**config.mk**
```make
export PLATFORM = sky130hd
export DESIGN_NAME = sram_word_ctrl_flat
export DESIGN_NICKNAME = d
export VERILOG_FILES = /design/src/rtl/sram_word_ctrl_if.sv /design/src/rtl/sram_word_ctrl.sv /design/src/flat_wrapper.sv
export SDC_FILE = /design/constraint.sdc
export NUM_CORES = 1
export LEC_CHECK = 0
export CAP_MARGIN = 20
export CORE_ASPECT_RATIO = 0.8
export CORE_MARGIN = 4
export CORE_UTILIZATION = 30
export DETAILED_ROUTE_END_ITERATION = 8
export SYNTH_ARGS = -nofsm -noshare
export SYNTH_HDL_FRONTEND = slang
export SYNTH_SLANG_ARGS = --single-unit
export TNS_END_PERCENT = 100
```
**constraint.sdc**
```tcl
create_clock -name clk -period 3.95 [get_ports clk]
set_input_delay 0.79 -clock clk [delete_from_list [all_inputs] [get_ports clk]]
set_output_delay 0.79 -clock clk [all_outputs]
set_load 0.01 [all_outputs]
```
**src/rtl/sram_word_ctrl_if.sv**
```systemverilog
// Request/response bundle between a word-access requester and sram_word_ctrl.
// The master issues 32-bit word requests; the slave returns read data as a single-cycle pulse.
interface sram_word_ctrl_if;
   logic        req_valid;
   logic        req_ready;
   logic        req_we;
   logic [7:0]  req_addr;
   logic [31:0] req_wdata;
   logic [3:0]  req_be;
   logic        rsp_valid;
   logic [31:0] rsp_rdata;

   modport master (
      output req_valid, req_we, req_addr, req_wdata, req_be,
      input  req_ready, rsp_valid, rsp_rdata
   );

   modport slave (
      input  req_valid, req_we, req_addr, req_wdata, req_be,
      output req_ready, rsp_valid, rsp_rdata
   );
endinterface

```
**src/rtl/sram_word_ctrl.sv**
```systemverilog
// Splits 32-bit word requests into four byte accesses on an 8-bit SRAM port.
// Read bytes are captured SRAM_LATENCY cycles after issue and reassembled into rsp_rdata.
module sram_word_ctrl #(
   parameter int SRAM_LATENCY = 1
) (
   input  logic               clk,
   input  logic               rst,
   sram_word_ctrl_if.slave    bus,
   output logic [9:0]         sram_addr,
   output logic [7:0]         sram_din,
   output logic               sram_wen,
   output logic               sram_sense_en,
   input  logic [7:0]         sram_dout
);

   typedef enum logic [1:0] {
      ST_IDLE  = 2'd0,
      ST_ISSUE = 2'd1,
      ST_DRAIN = 2'd2,
      ST_RESP  = 2'd3
   } state_t;

   localparam logic [1:0] DRAIN_INIT = 2'(SRAM_LATENCY - 1);

   function automatic logic [7:0] byte_sel(input logic [31:0] w, input logic [1:0] k);
      case (k)
         2'd0:    byte_sel = w[7:0];
         2'd1:    byte_sel = w[15:8];
         2'd2:    byte_sel = w[23:16];
         2'd3:    byte_sel = w[31:24];
         default: byte_sel = w[7:0];
      endcase
   endfunction

   state_t state_q, state_d;
   logic [1:0]  k_q, k_d;
   logic [1:0]  cnt_q, cnt_d;
   logic        we_q, we_d;
   logic [7:0]  addr_q, addr_d;
   logic [31:0] wdata_q, wdata_d;
   logic [3:0]  be_q, be_d;
   logic [9:0]  sram_addr_q, sram_addr_d;
   logic [7:0]  sram_din_q, sram_din_d;
   logic        sram_wen_q, sram_wen_d;
   logic        sram_sense_en_q, sram_sense_en_d;
   logic        rsp_valid_q, rsp_valid_d;
   logic [31:0] rdata_q, rdata_d;
   logic [SRAM_LATENCY-1:0]       pend_vld_q, pend_vld_d;
   logic [SRAM_LATENCY-1:0][1:0]  pend_idx_q, pend_idx_d;
   logic        req_ready_s;

   assign req_ready_s   = (state_q == ST_IDLE) && !rst;
   assign bus.req_ready = req_ready_s;
   assign bus.rsp_valid = rsp_valid_q;
   assign bus.rsp_rdata = rdata_q;
   assign sram_addr     = sram_addr_q;
   assign sram_din      = sram_din_q;
   assign sram_wen      = sram_wen_q;
   assign sram_sense_en = sram_sense_en_q;

   // Next-state, next byte strobes (registered so they appear in the cycle they belong to) and read capture.
   always_comb begin
      state_d         = state_q;
      k_d             = k_q;
      cnt_d           = cnt_q;
      we_d            = we_q;
      addr_d          = addr_q;
      wdata_d         = wdata_q;
      be_d            = be_q;
      sram_addr_d     = sram_addr_q;
      sram_din_d      = sram_din_q;
      sram_wen_d      = 1'b0;
      sram_sense_en_d = 1'b0;
      rsp_valid_d     = 1'b0;

      case (state_q)
         ST_IDLE: begin
            if (bus.req_valid && req_ready_s) begin
               we_d        = bus.req_we;
               addr_d      = bus.req_addr;
               wdata_d     = bus.req_wdata;
               be_d        = bus.req_be;
               k_d         = 2'd0;
               state_d     = ST_ISSUE;
               sram_addr_d = {bus.req_addr, 2'd0};
               if (bus.req_we) begin
                  sram_wen_d = bus.req_be[0];
                  sram_din_d = bus.req_wdata[7:0];
               end else begin
                  sram_sense_en_d = 1'b1;
               end
            end else begin
               state_d = ST_IDLE;
            end
         end
         ST_ISSUE: begin
            if (k_q == 2'd3) begin
               if (we_q) begin
                  state_d = ST_IDLE;
               end else begin
                  state_d = ST_DRAIN;
                  cnt_d   = DRAIN_INIT;
               end
            end else begin
               k_d         = k_q + 2'd1;
               sram_addr_d = {addr_q, k_d};
               if (we_q) begin
                  sram_wen_d = be_q[k_d];
                  sram_din_d = byte_sel(wdata_q, k_d);
               end else begin
                  sram_sense_en_d = 1'b1;
               end
            end
         end
         ST_DRAIN: begin
            if (cnt_q == 2'd0) begin
               state_d     = ST_RESP;
               rsp_valid_d = 1'b1;
            end else begin
               cnt_d = cnt_q - 2'd1;
            end
         end
         ST_RESP: begin
            state_d = ST_IDLE;
         end
         default: begin
            state_d = ST_IDLE;
         end
      endcase

      // Pending pipe: stage 0 records the byte on the SRAM port this cycle; the last stage names the byte on sram_dout.
      pend_vld_d[0] = sram_sense_en_q;
      pend_idx_d[0] = k_q;
      for (int i = 1; i < SRAM_LATENCY; i++) begin
         pend_vld_d[i] = pend_vld_q[i-1];
         pend_idx_d[i] = pend_idx_q[i-1];
      end

      rdata_d = rdata_q;
      if (pend_vld_q[SRAM_LATENCY-1]) begin
         rdata_d[{pend_idx_q[SRAM_LATENCY-1], 3'b000} +: 8] = sram_dout;
      end else begin
         rdata_d = rdata_q;
      end
   end

   // State, latched request, SRAM port and response registers.
   always_ff @(posedge clk or posedge rst) begin
      if (rst) begin
         state_q         <= ST_IDLE;
         k_q             <= 2'd0;
         cnt_q           <= 2'd0;
         we_q            <= 1'b0;
         addr_q          <= 8'd0;
         wdata_q         <= 32'd0;
         be_q            <= 4'd0;
         sram_addr_q     <= 10'd0;
         sram_din_q      <= 8'd0;
         sram_wen_q      <= 1'b0;
         sram_sense_en_q <= 1'b0;
         rsp_valid_q     <= 1'b0;
         rdata_q         <= 32'd0;
         pend_vld_q      <= '0;
         pend_idx_q      <= '0;
      end else begin
         state_q         <= state_d;
         k_q             <= k_d;
         cnt_q           <= cnt_d;
         we_q            <= we_d;
         addr_q          <= addr_d;
         wdata_q         <= wdata_d;
         be_q            <= be_d;
         sram_addr_q     <= sram_addr_d;
         sram_din_q      <= sram_din_d;
         sram_wen_q      <= sram_wen_d;
         sram_sense_en_q <= sram_sense_en_d;
         rsp_valid_q     <= rsp_valid_d;
         rdata_q         <= rdata_d;
         pend_vld_q      <= pend_vld_d;
         pend_idx_q      <= pend_idx_d;
      end
   end

endmodule

```
**src/flat_wrapper.sv**
```systemverilog
// flat-port wrapper written by rule: the top's interface ports become plain ports
module sram_word_ctrl_flat 
#(
   parameter int SRAM_LATENCY = 1
)
  (clk, rst, sram_addr, sram_din, sram_wen, sram_sense_en, sram_dout, bus_req_valid, bus_req_we, bus_req_addr, bus_req_wdata, bus_req_be, bus_req_ready, bus_rsp_valid, bus_rsp_rdata);
  sram_word_ctrl_if bus_i ();
  input  logic clk;
  input  logic rst;
  output logic [9:0] sram_addr;
  output logic [7:0] sram_din;
  output logic sram_wen;
  output logic sram_sense_en;
  input  logic [7:0] sram_dout;
  input wire logic [$bits(bus_i.req_valid)-1:0] bus_req_valid;
  input wire logic [$bits(bus_i.req_we)-1:0] bus_req_we;
  input wire logic [$bits(bus_i.req_addr)-1:0] bus_req_addr;
  input wire logic [$bits(bus_i.req_wdata)-1:0] bus_req_wdata;
  input wire logic [$bits(bus_i.req_be)-1:0] bus_req_be;
  output wire logic [$bits(bus_i.req_ready)-1:0] bus_req_ready;
  output wire logic [$bits(bus_i.rsp_valid)-1:0] bus_rsp_valid;
  output wire logic [$bits(bus_i.rsp_rdata)-1:0] bus_rsp_rdata;
  assign bus_i.req_valid = bus_req_valid;
  assign bus_i.req_we = bus_req_we;
  assign bus_i.req_addr = bus_req_addr;
  assign bus_i.req_wdata = bus_req_wdata;
  assign bus_i.req_be = bus_req_be;
  assign bus_req_ready = bus_i.req_ready;
  assign bus_rsp_valid = bus_i.rsp_valid;
  assign bus_rsp_rdata = bus_i.rsp_rdata;
  sram_word_ctrl #(.SRAM_LATENCY(SRAM_LATENCY)) u_core (.clk(clk), .rst(rst), .bus(bus_i), .sram_addr(sram_addr), .sram_din(sram_din), .sram_wen(sram_wen), .sram_sense_en(sram_sense_en), .sram_dout(sram_dout));
endmodule
```
==> impl_metrics.env, run 1 <==
export IMPL_max_cap_viol_count=0
export IMPL_root_buffer="clkbuf_16"
export IMPL_fp_dieH_um=118
export IMPL_synth_edf_count=0
export IMPL_finalNetCount=494
export IMPL_grt_pass1_vias=3180
export IMPL_wl_per_cell_um=17.7
export IMPL_ys_ff_latch=105
export IMPL_drtAntennaViolNets=0
export IMPL_p_leak_nw=2.57
export IMPL_syn_area_um2=4500
export IMPL_gr_total_overflow=0
export IMPL_preCtsSetupSlack_ps=983
export IMPL_dr_pass1_iters=5
export IMPL_core_area_um2=14500
export IMPL_rsz0062_at_grt="false"
export IMPL_antenna_found_initial=0
export IMPL_fin_area_um2=6050
export IMPL_post_synth_num_cell_types=32
export IMPL_timing_setup_tns_ps=0
export IMPL_gp_congestion=0.720
export IMPL_cp_end_kind="primary output"
export IMPL_hp_class="reg -> reg"
export IMPL_wl_mm=10.9
export IMPL_cts_inserted_buffers=9
export IMPL_reg2reg_slack_ps=1580
export IMPL_postCtsSetupBuffers=0
export IMPL_grt_max_degree=106
export IMPL_finClkSkew_ps=6.44
export IMPL_hold_slack_ps=377
export IMPL_cp_start_kind="input pin"
export IMPL_n_antenna_cell=0
export IMPL_max_slew_margin=0.290
export IMPL_cts_hold_fix_buffers=0
export IMPL_min_path_cells=0
export IMPL_ios=110
export IMPL_hold_violations=0
export IMPL_htreeDepth=3
export IMPL_status="completed"
export IMPL_crit_required_ps=3160
export IMPL_grt_use_total=0.130
export IMPL_start_util=0.311
export IMPL_yosysSeqAreaShare=0.583
export IMPL_worst_slew_pin_slew_ps=1060
export IMPL_postSynthAreaPerCell_um2=13.9
export IMPL_netlist_instances=324
export IMPL_rr_startpoint="u_core.state_q[0]"
export IMPL_rr_endpoint="u_core.sram_addr[3]"
export IMPL_core_rowCount=39
export IMPL_dp_hpwl_mm=7.71
export IMPL_num_vias=3041
export IMPL_layout_setup_ws_ps=1070
export IMPL_cts_sinks=105
export IMPL_cts_clk_slew_worst_paths_ps=60
export IMPL_ys_async_sr_fraction=1.00
export IMPL_peakVddDrop_v=0.000302
export IMPL_viasPerCell=4.94
export IMPL_drv_slew=0
export IMPL_route_detailed_drc=0
export IMPL_min_from="u_core.sram_sense_en"
export IMPL_yosysWarnings=0
export IMPL_initialDrtViolationCount=163
export IMPL_numPortBuffers=109
export IMPL_cts_max_path_buffers=2
export IMPL_worstSkewPairLatency_ps=340
export IMPL_powerDensity_nw_per_um2=786
export IMPL_cp_max_fo=4
export IMPL_synth_nets=390
export IMPL_cts_tree="built"
export IMPL_die_area_um2=17100
export IMPL_path_class="in -> out"
export IMPL_min_to="u_core.pend_vld_q"
export IMPL_synthFlopType="dfrtp_1"
export IMPL_final_period_utilization=0.729
export IMPL_die_w_um=145
export IMPL_drive_gt1_frac=0.204
export IMPL_r2r_cells=3
export IMPL_fmax_mhz=347
export IMPL_grt_pass1_wl_mm=17.9
export IMPL_syn2layout_area_growth_pct=34.4
export IMPL_dpl_cell_area_um2=5770
export IMPL_final_min_clock_period_ps=2880
export IMPL_finalSetupViolCount=0
export IMPL_cts_resized=0
export IMPL_critPathArrivalTime_ps=2090
[how the worst max path moves through the flow]
stage | startpoint | slack [ps] | end
6_report | rst | 1070 | bus_req_ready
4_1_cts | rst | 1050 | bus_req_ready
2_1_floorplan | rst | 400 | async pin
3_3_place_gp | rst | 990 | u_core.sram_addr[6]
5_1_grt | rst | 1010 | bus_req_ready
3_5_place_dp | rst | 980 | u_core.sram_addr[3]
[kinds of logic (layout without fill, tap and decap cells)]
logic type	after synthesis	count (layout)	share of synthesized area
xor gates and xnor gates	1	1	0.00194
muxes	73	73	0.182
AOI/OAI and AO/OA	63	63	0.120
adders and majority gates	10	10	0.0278
and+or+nand+nor	37	37	0.0500
buffers and inverters	35	143	0.0350
DFF	105	105	0.583
[worst max-delay path, cell delays in order]
cell	delay, ps
clkdlybuf4s50_1	530
nor3_1	200
clkdlybuf4s50_1	570
[per-stage QoR]
stage / cells / total power (W) / utilization
global route: 616 / 0.00508 / 0.418
CTS: 616 / 0.00482 / 0.418
finish: 616 / 0.00476 / 0.418
detailed placement: 601 / 0.00393 / 0.398
global placement: 601 / 0.00386 / 0.398
floorplan: 324 / 0.00306 / -
[synth_stat cells, types with 6 or more instances]
master,n,area share
ha_1,10,0.028
a22o_1,32,0.062
dfrtp_1,105,0.58
buf_2,6,0.0067
a21oi_1,8,0.0089
mux2_2,62,0.16
o32a_1,8,0.018
a222oi_1,8,0.018
inv_1,16,0.013
clkbuf_1,8,0.0067
nand2_1,17,0.014
mux2i_1,10,0.022
[flip-flops by register name (all words and copies together), names as in the netlist, 2 cells and up, named ones only]
signal / count
u_core.pend_idx_q: 2
u_core.bus.rsp_rdata: 32
u_core.sram_addr: 10
u_core.wdata_q: 32
u_core.sram_din: 8
u_core.addr_q: 8
u_core.be_q: 4
u_core.cnt_q: 2
[layer usage]
metal  GRT usage  part of all wire  up-vias
li1            -                 -     1399
met1       0.184              0.48     1521
met2       0.197              0.44      111
met3      0.0404             0.066       10
met4      0.0267            0.0084        0
met5           0                 0        -
[area by class of cell]
cell class / count / area, µm²
Clock buffer: 10 / 229
Clock inverter: 5 / 57.6
Fill cell: 1311 / 8440
Inverter: 16 / 62.6
Multi-Input combinational cell: 184 / 1720
Sequential cell: 105 / 2630
Tap cell: 184 / 230
Timing Repair Buffer: 112 / 1130
[power by group]
part	switching (W)	leakage [nW]	internal [W]
Combinational	0.000816	1.12	0.00115
Clock	0.000394	0.142	0.000489
Sequential	0.000337	1.31	0.00157
Total	0.00155	2.57	0.00321
[placed cells by master, fill, tap and decap left out, types with 4 or more instances in the layout]
cell	n
mux2i_1	10
clkdlybuf4s50_1	109
a222oi_1	8
a21oi_1	8
dfrtp_1	105
mux2_2	62
nand2_1	17
clkbuf_16	9
nor2b_1	4
o32a_1	8
a22o_1	32
ha_1	10
inv_1	15
No activity file was read; power rests on OpenSTA's default activity.
==> run 2: changes to the inputs <==
Clock period 3.95 ns to 3 ns, I/O delays scaled along.
==> impl_metrics.env, run 2 (synthesized netlist as in run 1, its figures left out) <==
export IMPL_n_antenna_cell=0
export IMPL_cp_num_buf_inv=2
export IMPL_peakVddDrop_v=0.000512
export IMPL_worst_slew_pin_slew_ps=635
export IMPL_cts_tree="built"
export IMPL_wl_mm=11.0
export IMPL_cts_resized=0
export IMPL_crit_path_cell_trace="clkdlybuf4s50_1 -> nor3_1 -> clkdlybuf4s50_1"
export IMPL_dp_hpwl_mm=7.66
export IMPL_finClkSkew_ps=8.32
export IMPL_crit_cells=3
export IMPL_fillers=1338
export IMPL_max_slew_margin=0.576
export IMPL_drv_slew=0
export IMPL_die_w_um=145
export IMPL_status="completed"
export IMPL_finalNetCount=497
export IMPL_r2r_cells=4
export IMPL_initialDrtViolationCount=221
export IMPL_grt_pass1_wl_mm=18.0
export IMPL_drtAntennaViolNets=0
export IMPL_final_common_cell="clkdlybuf4s50_1"
export IMPL_fmax_mhz=404
export IMPL_grt_pass1_vias=3242
export IMPL_dr_pass1_iters=5
export IMPL_gr_total_overflow=0
export IMPL_max_cap_viol_count=0
export IMPL_die_area_um2=17100
export IMPL_crit_required_ps=2400
export IMPL_critPathLaunch="rst"
export IMPL_fp_dieH_um=118
export IMPL_final_min_clock_period_ps=2480
export IMPL_p_leak_nw=2.58
export IMPL_powerDensity_nw_per_um2=1030
export IMPL_num_vias=3070
export IMPL_core_rowCount=39
export IMPL_start_util=0.311
export IMPL_postCtsSetupBuffers=0
export IMPL_cts_max_path_buffers=2
export IMPL_final_period_utilization=0.825
export IMPL_cts_hold_fix_buffers=0
export IMPL_finish_utilization=0.420
export IMPL_root_buffer="clkbuf_16"
export IMPL_gp_congestion=0.717
export IMPL_route_detailed_drc=0
export IMPL_endpoint="bus_req_ready"
export IMPL_reg2reg_slack_ps=800
export IMPL_max_stage_delay_ps=560
export IMPL_viasPerCell=4.95
export IMPL_rsz0062_at_grt="false"
export IMPL_critPathSlowestCell="clkdlybuf4s50_1"
export IMPL_timing_setup_tns_ps=0
export IMPL_finalSetupViolCount=0
export IMPL_numPortBuffers=109
export IMPL_worstSkewPairLatency_ps=350
export IMPL_hold_violations=0
export IMPL_cp_max_fo=4
export IMPL_htreeDepth=3
export IMPL_cts_sinks=105
export IMPL_final_cell_mix="109 x clkdlybuf4s50_1, 105 x dfrtp_1, 62 x mux2_2"
export IMPL_p_total_w=0.00627
export IMPL_core_area_um2=14500
export IMPL_critPathMostFrequentCell="clkdlybuf4s50_1"
export IMPL_hp_class="reg -> reg"
export IMPL_rr_startpoint="u_core.sram_addr[0]"
export IMPL_drive_gt1_frac=0.213
export IMPL_critPathTopFamily="buffers and inverters"
export IMPL_path_class="in -> out"
export IMPL_cts_clk_slew_worst_paths_ps=70
export IMPL_rr_endpoint="u_core.sram_addr[8]"
export IMPL_grt_max_degree=106
export IMPL_grt_use_total=0.130
export IMPL_cp_start_kind="input pin"
export IMPL_ios=110
export IMPL_antenna_found_initial=0
export IMPL_wl_per_cell_um=17.8
export IMPL_cp_end_kind="primary output"
export IMPL_syn2layout_area_growth_pct=35.2
export IMPL_critPathArrivalTime_ps=1880
export IMPL_cts_inserted_buffers=9
-- run 2: changes by cell type in the layout (fill, tap and decap cells not counted), moves of 2 or more --
| cell | previous run | this run |
|---|---|---|
| buf_4 | 2 | 4 |
| clkinv_2 | 2 | 0 |
| clkinvlp_4 | 0 | 2 |
| inv_6 | 0 | 2 |
-- run 2: metrics by stage --
| step | area [µm²] | std cells | setup slack [ps] | hold slack [ps] |
|---|---|---|---|---|
| global placement | 5800 | 604 | 321 | 367 |
| CTS | 6090 | 620 | 498 | 392 |
| finish | 6090 | 620 | 525 | 383 |
| global route | 6090 | 620 | 466 | 403 |
| detailed placement | 5800 | 604 | 267 | 376 |
| floorplan | 4510 | 324 | 1120 | 416 |
-- run 2: how the worst min path moves through the flow --
stage / from / end / slack [ps] / depth (start not counted)
after floorplan: u_core.sram_sense_en / u_core.pend_vld_q / 420 / 0
after global placement: u_core.sram_sense_en / u_core.pend_vld_q / 370 / 0
after detailed placement: u_core.sram_sense_en / u_core.pend_vld_q / 380 / 0
after CTS: u_core.sram_sense_en / u_core.pend_vld_q / 390 / 0
after global routing: u_core.sram_sense_en / u_core.pend_vld_q / 400 / 0
final: u_core.sram_sense_en / u_core.pend_vld_q / 380 / 0
-- run 2: final cells by class --
cell class,count,area [µm²],area share
well taps,184,230,0.0378
clock buffers,9,225,0.0370
inverters,16,63.8,0.0105
flip-flops and latches,105,2630,0.431
repair buffers,115,1160,0.191
clock inverters,7,62.6,0.0103
multi-input cells,184,1720,0.283
-- run 2: per-layer routing --
metal	wire length, µm	track usage	vias up
met5	0	0	-
li1	-	-	1402
met3	815	0.0477	12
met1	5160	0.178	1553
met4	97	0.0303	0
met2	4970	0.199	103
-- run 2: where the power goes --
part	switching [W]	total [W]	leakage (nW)	internal, W
Sequential	0.000423	0.00249	1.31	0.00207
Clock	0.000556	0.00114	0.139	0.000580
Combinational	0.00110	0.00265	1.13	0.00155
